File: config.mk
export PLATFORM = sky130hd
export DESIGN_NAME = gc_send_flat
export DESIGN_NICKNAME = d
export VERILOG_FILES = /design/src/rtl/gc_pkg.sv /design/src/rtl/gc_send_if.sv /design/src/rtl/gc_send.sv /design/src/flat_wrapper.sv
export SDC_FILE = /design/constraint.sdc
export NUM_CORES = 1
export LEC_CHECK = 0
export CAP_MARGIN = 15
export CORE_MARGIN = 2
export CORE_UTILIZATION = 49
export CTS_CLUSTER_SIZE = 14
export DETAILED_ROUTE_END_ITERATION = 10
export PLACE_DENSITY = 0.83
export SYNTH_ARGS = -nofsm -noshare
export SYNTH_HDL_FRONTEND = slang
export SYNTH_SLANG_ARGS = --single-unit
File: constraint.sdc
create_clock -name clk -period 2 [get_ports clk]
set_input_delay 0.4 -clock clk [delete_from_list [all_inputs] [get_ports clk]]
set_output_delay 0.4 -clock clk [all_outputs]
set_load 0.01 [all_outputs]
File: src/rtl/gc_pkg.sv
// gc_pkg: shared definitions for the GameCube controller single-wire link.
//   - console command constants (poll is a 24-bit command, init is 8-bit)
//   - transmit FSM state type
//   - default bit-timing quarter (clock cycles per 1 us at 100 MHz)
package gc_pkg;

  localparam int GC_QUARTER_DEFAULT = 100;

  localparam logic [23:0] GC_CMD_POLL = 24'h400300;
  localparam logic [23:0] GC_CMD_INIT = 24'h000000;

  typedef enum logic [1:0] {
    TX_IDLE = 2'd0,
    TX_LOW  = 2'd1,
    TX_HIGH = 2'd2,
    TX_STOP = 2'd3
  } gc_tx_state_t;

  // Number of command bits to send for a given length select.
  function automatic logic [4:0] gc_cmd_bits(input logic cmd_long);
    return cmd_long ? 5'd24 : 5'd8;
  endfunction

endpackage

File: src/rtl/gc_send_if.sv
// gc_send_if: command/handshake bundle between the APB-side control logic
// (master) and the gc_send transmitter (slave).
//   start    : one-cycle request, sampled only while the transmitter is idle
//   cmd      : 24-bit command, MSB-aligned (8-bit commands use cmd[23:16])
//   cmd_long : 0 = 8-bit command, 1 = 24-bit command
//   line_oe  : 1 = pull the open-drain pad low, 0 = release
//   send     : high for the whole frame including stop bit (to gc_receive)
//   busy     : high whenever a frame is in progress
//   done     : one-cycle pulse at the end of the frame
interface gc_send_if;
  logic        start;
  logic [23:0] cmd;
  logic        cmd_long;
  logic        line_oe;
  logic        send;
  logic        busy;
  logic        done;

  modport master (
    output start, cmd, cmd_long,
    input  line_oe, send, busy, done
  );

  modport slave (
    input  start, cmd, cmd_long,
    output line_oe, send, busy, done
  );
endinterface

File: src/rtl/gc_send.sv
// gc_send: transmit half of the GameCube controller single-wire link.
// Serialises an 8- or 24-bit command MSB first as 4*QUARTER-cycle bit cells
// (low QUARTER cycles for a 1, 3*QUARTER for a 0), then a QUARTER-cycle stop
// low. Pad usage: inout = line_oe ? 1'b0 : 1'bz.
// Ports:
//   clk     : system clock, all state on the rising edge
//   PRESERN : asynchronous active-low reset
//   bus     : gc_send_if.slave (start/cmd/cmd_long in, line_oe/send/busy/done out)
//
// state   | meaning
// --------+--------------------------------------------------------------
// TX_IDLE | line released, waiting for start
// TX_LOW  | driving the low part of the current bit cell
// TX_HIGH | released remainder of the cell; shift to next bit at cell end
// TX_STOP | stop bit low for QUARTER cycles, then done
module gc_send
  import gc_pkg::*;
#(
  parameter int QUARTER = GC_QUARTER_DEFAULT
) (
  input  logic       clk,
  input  logic       PRESERN,
  gc_send_if.slave   bus
);

  localparam int CELL = 4 * QUARTER;
  localparam int PW   = $clog2(CELL);

  localparam logic [PW-1:0] LAST_CELL = PW'(CELL - 1);
  localparam logic [PW-1:0] LAST_ONE  = PW'(QUARTER - 1);
  localparam logic [PW-1:0] LAST_ZERO = PW'(3 * QUARTER - 1);

  gc_tx_state_t  state_q, state_d;
  logic [PW-1:0] phase_q, phase_d;
  logic [4:0]    bits_q, bits_d;
  logic [23:0]   shift_q, shift_d;
  logic          done_d;
  logic          line_oe_q, busy_q, done_q;

  // The phase counter runs across the whole cell; the LOW->HIGH switch is a
  // compare against the bit-dependent low width, so the cell length is fixed.
  always_comb begin
    state_d = state_q;
    phase_d = phase_q;
    bits_d  = bits_q;
    shift_d = shift_q;
    done_d  = 1'b0;
    case (state_q)
      TX_IDLE: begin
        if (bus.start) begin
          shift_d = bus.cmd;
          bits_d  = gc_cmd_bits(bus.cmd_long);
          phase_d = '0;
          state_d = TX_LOW;
        end
      end
      TX_LOW: begin
        phase_d = phase_q + 1'b1;
        if (phase_q == (shift_q[23] ? LAST_ONE : LAST_ZERO)) begin
          state_d = TX_HIGH;
        end
      end
      TX_HIGH: begin
        if (phase_q == LAST_CELL) begin
          phase_d = '0;
          shift_d = {shift_q[22:0], 1'b0};
          bits_d  = bits_q - 5'd1;
          state_d = (bits_q == 5'd1) ? TX_STOP : TX_LOW;
        end else begin
          phase_d = phase_q + 1'b1;
        end
      end
      TX_STOP: begin
        if (phase_q == LAST_ONE) begin
          phase_d = '0;
          done_d  = 1'b1;
          state_d = TX_IDLE;
        end else begin
          phase_d = phase_q + 1'b1;
        end
      end
      default: state_d = TX_IDLE;
    endcase
  end

  // Outputs are registered from the next state so the pad driver never
  // sees decode glitches; timing is identical to decoding state_q.
  always_ff @(posedge clk or negedge PRESERN) begin
    if (!PRESERN) begin
      state_q   <= TX_IDLE;
      phase_q   <= '0;
      bits_q    <= '0;
      shift_q   <= '0;
      line_oe_q <= 1'b0;
      busy_q    <= 1'b0;
      done_q    <= 1'b0;
    end else begin
      state_q   <= state_d;
      phase_q   <= phase_d;
      bits_q    <= bits_d;
      shift_q   <= shift_d;
      line_oe_q <= (state_d == TX_LOW) || (state_d == TX_STOP);
      busy_q    <= (state_d != TX_IDLE);
      done_q    <= done_d;
    end
  end

  assign bus.line_oe = line_oe_q;
  assign bus.busy    = busy_q;
  assign bus.send    = busy_q;
  assign bus.done    = done_q;

endmodule

File: src/flat_wrapper.sv
// flat-port wrapper written by rule: the top's interface ports become plain ports
module gc_send_flat import gc_pkg::*;
#(
  parameter int QUARTER = GC_QUARTER_DEFAULT
)
  (clk, PRESERN, bus_start, bus_cmd, bus_cmd_long, bus_line_oe, bus_send, bus_busy, bus_done);
  gc_send_if bus_i ();
  input  logic clk;
  input  logic PRESERN;
  input wire logic [$bits(bus_i.start)-1:0] bus_start;
  input wire logic [$bits(bus_i.cmd)-1:0] bus_cmd;
  input wire logic [$bits(bus_i.cmd_long)-1:0] bus_cmd_long;
  output wire logic [$bits(bus_i.line_oe)-1:0] bus_line_oe;
  output wire logic [$bits(bus_i.send)-1:0] bus_send;
  output wire logic [$bits(bus_i.busy)-1:0] bus_busy;
  output wire logic [$bits(bus_i.done)-1:0] bus_done;
  assign bus_i.start = bus_start;
  assign bus_i.cmd = bus_cmd;
  assign bus_i.cmd_long = bus_cmd_long;
  assign bus_line_oe = bus_i.line_oe;
  assign bus_send = bus_i.send;
  assign bus_busy = bus_i.busy;
  assign bus_done = bus_i.done;
  gc_send #(.QUARTER(QUARTER)) u_core (.clk(clk), .PRESERN(PRESERN), .bus(bus_i));
endmodule
==> results.json, run 1 <==
{
  "clkLatencyLatePin_ns": 0.30,
  "vias_per_cell": 5.501,
  "yosysMostFrequentCell": "nand2_1",
  "cts_root_buffer": "clkbuf_8",
  "cts_tree": "done",
  "synth_enable_flop_cells": 0,
  "hold_ws_ns": 0.009397,
  "worstPathArrival_ns": 2.08,
  "startpoint": "u_core.phase_q[0]$_DFFE_PN0P_",
  "synthFlopType": "dfrtp_1",
  "max_freq_mhz": 522.9,
  "power_density_nw_per_um2": 917.2,
  "grtUsageTotal_pct": 19.80,
  "ys_ff_latch": 42,
  "avgSynthCellArea_sq_um": 9.301,
  "synth_nets": 280,
  "drt_pass1_iterations": 4,
  "io_buffer_count": 31,
  "initial_core_util_pct": 50.03,
  "reg2reg_depth": 7,
  "place_area_sq_um": 2814,
  "min_period_ns": 1.912,
  "die-area_sq_um": 5293,
  "yosys_warnings": 0,
  "status": "finished, final reports clean",
  "die_h_microns": 72.75,
  "max-cap-violations": 0,
  "cts.sinks": 42,
  "coreArea_sq_um": 4629,
  "area_delta_synth_final_pct": 26.53,
  "gr-total-overflow": 0,
  "htree_num_levels": 2,
  "fin_cells": 351,
  "place_congestion": 0.8266,
  "vdd_ir_drop_max_mv": 0.4890,
  "synth_largest_area_cell": "dfrtp_1",
  "num-fill-cells": 402,
  "vias": 1931,
  "finalClockSkew_ns": 0.002089,
  "critPathLaunchType": "register",
  "ys_types": 44,
  "drive_gt1_share_pct": 22.56,
  "p_leak_nw": 1.334,
  "relSlewSlack_pct": 73.29,
  "hp-class": "primary input to asynchronous set/reset pin",
  "worstMarginPinSlew_ns": 0.3989,
  "netlist_area_sq_um": 2316,
  "cp.required_ns": 2.16,
  "final_core_utilization_pct": 63.30,
  "path_max_fanout": 5,
  "async_flop_share_pct": 100.0,
  "wl_per_cell_microns": 14.02,
  "die-width_microns": 72.75,
  "synth.top_cell.area_share_pct": 45.38,
  "antenna_found_initial": 0,
  "grt_pass1_wl_mm": 8.114,
  "fin_nets": 327,
  "reg2reg_from": "u_core.phase_q[0]$_DFFE_PN0P_",
  "num_rows": 25,
  "wl_mm": 4.921,
  "cts_buffer_depth": 2,
  "yosysSeqAreaShare_pct": 45.38,
  "hpwlAfterDp_mm": 3.474,
  "drc": 0,
  "slew_viol_final": 0,
  "cts_made_buffers": 5,
  "grt_pass1_vias": 1794,
  "grt_max_degree": 25,
  "worstSetupEndpointType": "register",
  "hold_viol": 0,
  "io_pins": 32,
  "synthCells": 249,
  "synth_area_leaders": "dfrtp_1 45%, nand2_1 12%, mux2_2 11%",
  "crit_type": "register to register",
  "num_antenna_cells": 0,
  "setup.worst_path.end": "u_core.phase_q[8]$_DFFE_PN0P_",
  "design_area_sq_um": 2930,
  "clk_pin_slew_ns": 0.08,
  "ys_top_cells_by_count": "77 x nand2_1, 42 x dfrtp_1, 23 x mux2_2",
  "r2r_end": "u_core.phase_q[8]$_DFFE_PN0P_",
  "r2r_slack_ns": 0.09,
  "placed_cells": 343,
  "ant_nets": 0,
  "total_power_mw": 2.688,
  "drt_first_iter_violations": 84,
  "fin_crit_sh_pct": 95.62,
  "setup_viol": 0
}
==> logic make-up after synthesis <==
| kind of cell | share of synthesized area (%) |
|---|---|
| AOI/OAI and AO/OA | 8.158 |
| adders and majority gates | 1.621 |
| buffers and inverters | 4.106 |
| xor gates and xnor gates | 0.3782 |
| muxes | 13.78 |
| and+or+nand+nor | 26.58 |
| DFF | 45.38 |
==> state kept, by name, indices dropped and copies added, names as in the netlist <==
| signal | cells |
|---|---|
| u_core.bus.busy | 1 |
| u_core.state_q | 2 |
| u_core.phase_q | 9 |
| u_core.bits_q | 5 |
| u_core.shift_q | 24 |
| u_core.bus.done | 1 |
==> critical path, stage by stage, from the launching register on <==
cell and delay (ns):
dfrtp_1 0.37, ha_1 0.18, nor4b_1 0.25, buf_4 0.17, a31oi_2 0.16, buf_4 0.19, o311ai_0 0.31, o31ai_1 0.14
==> layer usage <==
metal	up-vias	track usage, %	share of wire, %
li1	945	-	-
met5	-	0	0
met3	6	5.110	5.0
met2	50	32.02	50
met4	0	6.584	1.4
met1	930	25.99	44
==> power breakdown <==
group	leakage, nW	internal [mW]	switching, mW	total [mW]
combinational	0.797	0.462	0.406	0.868
sequential	0.490	1.05	0.191	1.24
clock	0.0472	0.277	0.301	0.579
==> what timing repair did <==
| action | 4_1_cts | 5_1_grt |
|---|---|---|
| gates resized for setup | 1 | 3 |
| buffers inserted | 0 | 0 |
| setup endpoints to repair | 1 | 16 |
| endpoints found under the hold margin | 0 | 0 |
| hold buffers | 0 | 0 |
| pin swaps | 0 | 0 |
==> how the worst min path moves through the flow <==
stage | start | to | cells after the start
floorplan | PRESERN | u_core.bits_q[0]$_DFFE_PN0P_ | 0
global placement | PRESERN | u_core.shift_q[18]$_DFFE_PN0P_ | 1
detailed placement | PRESERN | u_core.shift_q[18]$_DFFE_PN0P_ | 1
CTS | PRESERN | u_core.shift_q[18]$_DFFE_PN0P_ | 1
global route | PRESERN | u_core.shift_q[18]$_DFFE_PN0P_ | 1
finish | PRESERN | u_core.shift_q[18]$_DFFE_PN0P_ | 1
==> layout by cell type (no fill, tap or decap), drive strengths merged, types with 4 or more instances in the layout <==
cell type      synthesis  routed
mux2i                  6       6
nand3                 10      10
nor2                  11      11
inv                    6       6
clkbuf                10       6
buf                    4      24
mux2                  23      23
dfrtp                 42      42
o21ai                  4       4
clkdlybuf4s50          0      30
nor3                  10      10
and3                   4       4
nand2                 77      77
a21oi                  6       6
==> through the flow <==
step	setup TNS [ns]	worst slack (ns)
finish	0	0.08763
global route	-0.00001266	-0.00001266
CTS	0	0.02543
detailed placement	-0.3046	-0.02779
global placement	-0.02626	-0.003510
floorplan	0	0.1692
==> final cells by class <==
type	count	area, sq um	share of cell area, %
clock inverters	2	12.51	0.4270
well taps	54	67.56	2.306
clock buffers	6	82.58	2.818
flip-flops and latches	42	1051	35.87
multi-input cells	187	1191	40.65
repair buffers	54	503.0	17.16
inverters	6	22.52	0.7686
No activity file was read; power rests on OpenSTA's default activity.
==> inputs of run 2 (changes only) <==
==> constraint.sdc (replaced) <==
create_clock -name clk -period 2 [get_ports clk]
set_input_delay 0.5 -clock clk [delete_from_list [all_inputs] [get_ports clk]]
set_output_delay 0.5 -clock clk [all_outputs]
set_load 0.01 [all_outputs]
==> run 2 against run 1 <==
  * Final area fell by 1.5%
  * Maximum frequency rose by 3.2%
  * Final cell count fell by 0.85%
  * Largest power group unchanged
  * Total power fell by 2.6%
  * Utilization fell by 0.92 points
  * Global-route usage rose by 0.21 points
  * Hold slack improved by 0.086 ns
  * Die area did not move
  * Largest cell class unchanged
  * Combinational power fell by 11%
==> results.json, run 2 (same netlist as run 1, synthesis figures left out) <==
{
  "wl_mm": 4.858,
  "r2r_slack_ns": 0.15,
  "num_rows": 25,
  "num-fill-cells": 391,
  "hp-class": "primary input to asynchronous set/reset pin",
  "clk_pin_slew_ns": 0.08,
  "cts_root_buffer": "clkbuf_8",
  "combPwrFrac_pct": 29.6,
  "htree_num_levels": 2,
  "cts_tree": "done",
  "post-cts-setup-buffer-count": 0,
  "switching_share_pct": 33.30,
  "power_density_nw_per_um2": 906.3,
  "area_delta_synth_final_pct": 24.69,
  "cts_buffer_depth": 2,
  "drive_gt1_share_pct": 21.77,
  "fin_nets": 324,
  "grt_pass1_wl_mm": 8.176,
  "io_buffer_count": 31,
  "finalClockSkew_ns": 0.005045,
  "die_h_microns": 72.75,
  "total_power_mw": 2.617,
  "power_switching_mw": 0.8715,
  "mostFrequentLayoutCell": "nand2_1",
  "drc": 0,
  "reg_top3": "u_core.shift_q: 24 flops, u_core.phase_q: 9 flops, u_core.bits_q: 5 flops",
  "place_area_sq_um": 2779,
  "grt_pass1_vias": 1834,
  "internal_power_mw": 1.746,
  "drt_first_iter_violations": 118,
  "min_period_ns": 1.852,
  "grt_max_degree": 25,
  "rsz0062_at_grt": "no",
  "max_freq_mhz": 539.9,
  "design_area_sq_um": 2888,
  "seq_power_share_pct": 48.7,
  "top_register": "u_core.shift_q",
  "worstMarginPinSlew_ns": 0.3459,
  "num_antenna_cells": 0,
  "hpwlAfterDp_mm": 3.546,
  "r2r_end": "u_core.shift_q[14]$_DFFE_PN0P_",
  "cp.required_ns": 2.18,
  "place_congestion": 0.8550,
  "placed_cells": 340,
  "cts_made_buffers": 5,
  "vdd_ir_drop_max_mv": 0.3645,
  "worstPathArrival_ns": 2.03,
  "final_core_utilization_pct": 62.38,
  "reg2reg_depth": 5,
  "setup_viol": 0,
  "ant_nets": 0,
  "die-width_microns": 72.75,
  "fin_crit_sh_pct": 92.61,
  "hold_viol": 0,
  "p_leak_nw": 1.316,
  "layout_common_cells": "77 x nand2_1, 42 x dfrtp_1, 30 x clkdlybuf4s50_1, 23 x mux2_2, 19 x buf_4",
  "antenna_found_initial": 0,
  "vias": 1899,
  "relSlewSlack_pct": 76.65,
  "largest_reg_flops": 24,
  "grtUsageTotal_pct": 20.01,
  "gr-total-overflow": 0,
  "path_max_fanout": 24,
  "critPathLaunchType": "register",
  "clkPwrFrac_pct": 21.7,
  "slew_viol_final": 0,
  "worstSetupEndpointType": "register",
  "io_pins": 32,
  "vias_per_cell": 5.457,
  "crit_type": "register to register",
  "max-cap-violations": 0,
  "reg2reg_from": "u_core.phase_q[4]$_DFFE_PN0P_",
  "cts.sinks": 42,
  "initial_core_util_pct": 50.03,
  "drt_pass1_iterations": 5,
  "status": "finished, final reports clean",
  "wl_per_cell_microns": 13.96,
  "clkLatencyLatePin_ns": 0.29,
  "fin_cells": 348,
  "die-area_sq_um": 5293,
  "coreArea_sq_um": 4629
}
-- run 2: worst max-delay path, cell delays in order, from the launching register on --
cell	delay, ns
dfrtp_1	0.49
nor4b_4	0.43
a31oi_4	0.16
nor2_8	0.11
buf_12	0.18
mux2_2	0.35
-- run 2: layer usage --
metal | global-route usage, % | part of all wire (%) | wire [microns]
met1 | 25.18 | 45 | 2192
met2 | 34.95 | 50 | 2426
met3 | 3.591 | 4.1 | 197
met4 | 6.173 | 0.86 | 42
met5 | 0 | 0 | 0
-- run 2: cell type report --
type,instances,area [sq um],area share [%]
Sequential cell,42,1051,36.40
Timing Repair Buffer,51,467.9,16.20
Clock buffer,6,82.58,2.860
Multi-Input combinational cell,187,1184,40.99
Clock inverter,2,12.51,0.4333
Tap cell,54,67.56,2.340
Inverter,6,22.52,0.7799
-- run 2: worst max-delay path by stage --
stage                                        from                             end  depth (start not counted)
detailed placement                      bus_start  u_core.shift_q[14]$_DFFE_PN0P_                          6
global placement                        bus_start  u_core.shift_q[14]$_DFFE_PN0P_                          6
floorplan           u_core.phase_q[4]$_DFFE_PN0P_  u_core.shift_q[14]$_DFFE_PN0P_                          5
CTS                 u_core.phase_q[0]$_DFFE_PN0P_  u_core.shift_q[14]$_DFFE_PN0P_                          6
finish              u_core.phase_q[4]$_DFFE_PN0P_  u_core.shift_q[14]$_DFFE_PN0P_                          5
global route        u_core.phase_q[4]$_DFFE_PN0P_   u_core.phase_q[7]$_DFFE_PN0P_                          5
-- run 2: per-stage QoR --
stage / hold WS [ns] / worst slack, ns / setup TNS, ns
after floorplan: 0.2044 / 0.1692 / 0
after global placement: 0.4134 / -0.08444 / -1.926
after detailed placement: 0.4149 / -0.1003 / -1.981
after CTS: 0.09492 / 0.1063 / 0
after global routing: 0.1008 / 0.004343 / 0
final: 0.09556 / 0.1478 / 0
-- run 2: repair_timing --
item | 4_1_cts | 5_1_grt
gates resized for setup | 0 | 3
endpoints found under the setup margin | 0 | 2
hold buffers | 0 | 0
endpoints found under the hold margin | 0 | 0
-- run 2: power by group through the flow --
stage | registers, mW | clock network, mW | logic (mW)
finish | 1.27 | 0.568 | 0.775
floorplan | 1.24 | 0 | 0.509
CTS | 1.26 | 0.582 | 0.773
detailed placement | 1.28 | 0 | 0.767
global route | 1.31 | 0.625 | 0.874
global placement | 1.26 | 0 | 0.731
==> inputs of run 3 (changes only) <==
GPL_TIMING_DRIVEN = 0   (was not set)
==> run 3 against run 2 <==
  * Final area down 1.3%
  * Flip-flop and latch count unchanged
  * Register-to-register slack worse by 0.07 ns
  * Combinational power down 7.7%
  * Clock skew up 0.0021 ns
  * Sequential share of layout area increased by 0.58 points
  * Highest routed layer unchanged
==> results.json, run 3 (same netlist as run 1, synthesis figures left out) <==
{
  "io_pins": 32,
  "hold_ws_ns": 0.5089,
  "die-area_sq_um": 5293,
  "relSlewSlack_pct": 68.06,
  "die-width_microns": 72.75,
  "crit_type": "primary input to register",
  "wl_per_cell_microns": 13.49,
  "fin_crit_sh_pct": 96.22,
  "num_antenna_cells": 0,
  "num_rows": 25,
  "vdd_ir_drop_max_mv": 0.4442,
  "clk_pin_slew_ns": 0.07,
  "min_period_ns": 1.924,
  "critPathLaunchType": "primary input",
  "cts.sinks": 42,
  "place_congestion": 0.8341,
  "clkLatencyLatePin_ns": 0.30,
  "cts_buffer_depth": 2,
  "htree_num_levels": 2,
  "wl_mm": 4.641,
  "path_max_fanout": 10,
  "reg2reg_depth": 5,
  "grt_pass1_wl_mm": 7.859,
  "slew_viol_final": 0,
  "io_buffer_count": 31,
  "top_register": "u_core.shift_q",
  "vias_per_cell": 5.456,
  "coreArea_sq_um": 4629,
  "antenna_found_initial": 0,
  "worstMarginPinSlew_ns": 0.4765,
  "gr-total-overflow": 0,
  "grt_max_degree": 42,
  "cts_made_buffers": 5,
  "hpwlAfterDp_mm": 3.193,
  "hp-class": "register to register",
  "vias": 1877,
  "placed_cells": 335,
  "p_leak_nw": 1.264,
  "cts_root_buffer": "clkbuf_8",
  "fin_nets": 321,
  "cp.required_ns": 2.18,
  "num-fill-cells": 388,
  "place_ws_ns": -0.2817,
  "drt_pass1_iterations": 5,
  "drc": 0,
  "worstPathArrival_ns": 2.11,
  "max-cap-violations": 0,
  "layout_common_cells": "77 x nand2_1, 40 x dfrtp_1, 30 x clkdlybuf4s50_1, 23 x mux2_2",
  "worstSetupEndpointType": "register",
  "largest_reg_flops": 24,
  "area_delta_synth_final_pct": 23.01,
  "drt_first_iter_violations": 93,
  "finalClockSkew_ns": 0.007164,
  "initial_core_util_pct": 50.03,
  "setup_viol": 0,
  "whs_path_depth": 1,
  "fin_cells": 344,
  "tns_ns": 0,
  "reg_top3": "u_core.shift_q: 24 flops, u_core.phase_q: 9 flops, u_core.bits_q: 5 flops",
  "grt_pass1_vias": 1791,
  "reg2reg_from": "u_core.phase_q[3]$_DFFE_PN0P_",
  "r2r_slack_ns": 0.08,
  "power_density_nw_per_um2": 892.3,
  "status": "finished, final reports clean",
  "cts_tree": "done",
  "drive_gt1_share_pct": 18.62,
  "die_h_microns": 72.75,
  "fin_ws_ns": 0.07569,
  "ant_nets": 0,
  "final_core_utilization_pct": 61.54,
  "hold_viol": 0,
  "grtUsageTotal_pct": 19.17,
  "max_freq_mhz": 519.7,
  "min_to": "u_core.shift_q[16]$_DFFE_PN0P_",
  "r2r_end": "u_core.phase_q[5]$_DFFE_PN0P_",
  "mostFrequentLayoutCell": "nand2_1",
  "min-delay-start": "u_core.shift_q[16]$_DFFE_PN0P_"
}
-- run 3: critical path, stage by stage --
cell             delay, ns
clkdlybuf4s50_1       0.57
nor2b_2               0.29
a31oi_4               0.08
nor2_8                0.16
buf_6                 0.17
mux2_2                0.34
-- run 3: how the worst max path moves through the flow --
| stage | startpoint | endpoint | slack (ns) |
|---|---|---|---|
| after floorplan | u_core.phase_q[4]$_DFFE_PN0P_ | u_core.shift_q[14]$_DFFE_PN0P_ | 0.17 |
| after global placement | PRESERN | u_core.bits_q[4]$_DFFE_PN0P_ | -0.62 |
| after detailed placement | bus_start | u_core.shift_q[20]$_DFFE_PN0P_ | -0.28 |
| after CTS | u_core.phase_q[3]$_DFFE_PN0P_ | u_core.phase_q[5]$_DFFE_PN0P_ | 0.03 |
| after global routing | u_core.phase_q[3]$_DFFE_PN0P_ | u_core.phase_q[5]$_DFFE_PN0P_ | -0.001 |
| final | bus_start | u_core.shift_q[20]$_DFFE_PN0P_ | 0.08 |
-- run 3: timing repair --
action,CTS,global route
hold endpoints to repair,1,0
setup buffers,1,0
gates cloned,0,0
resized for setup,3,7
hold buffers,1,0
setup endpoints to repair,14,25
pin swaps,1,0
-- run 3: per-stage QoR --
step	power [mW]	instance area [sq um]
2_1_floorplan	1.745	2316
3_3_place_gp	1.930	2694
3_5_place_dp	1.971	2709
4_1_cts	2.513	2820
5_1_grt	2.712	2849
6_report	2.542	2849
-- run 3: cell type report --
cell class                 instances  area, sq um  area share, %
buffer                            14        75.07          2.635
clock buffer                       5        68.82          2.415
clock inverter                     2        10.01         0.3513
inverter                           6        22.52         0.7905
multi-input combinational        187         1209          42.42
sequential                        42         1054          36.98
tap                               54        67.56          2.372
timing repair buffer              34        342.8          12.03
-- run 3: per-layer routing --
layer / vias up / track usage [%] / share of wire [%]
met1: 891 / 23.72 / 45
li1: 938 / - / -
met5: - / 0 / 0
met2: 42 / 32.93 / 49
met3: 6 / 4.696 / 4.7
met4: 0 / 6.173 / 1.4
-- run 3: power breakdown --
part / switching, mW / internal [mW]
clock: 0.284 / 0.234
sequential: 0.256 / 1.05
combinational: 0.328 / 0.386
total: 0.869 / 1.67
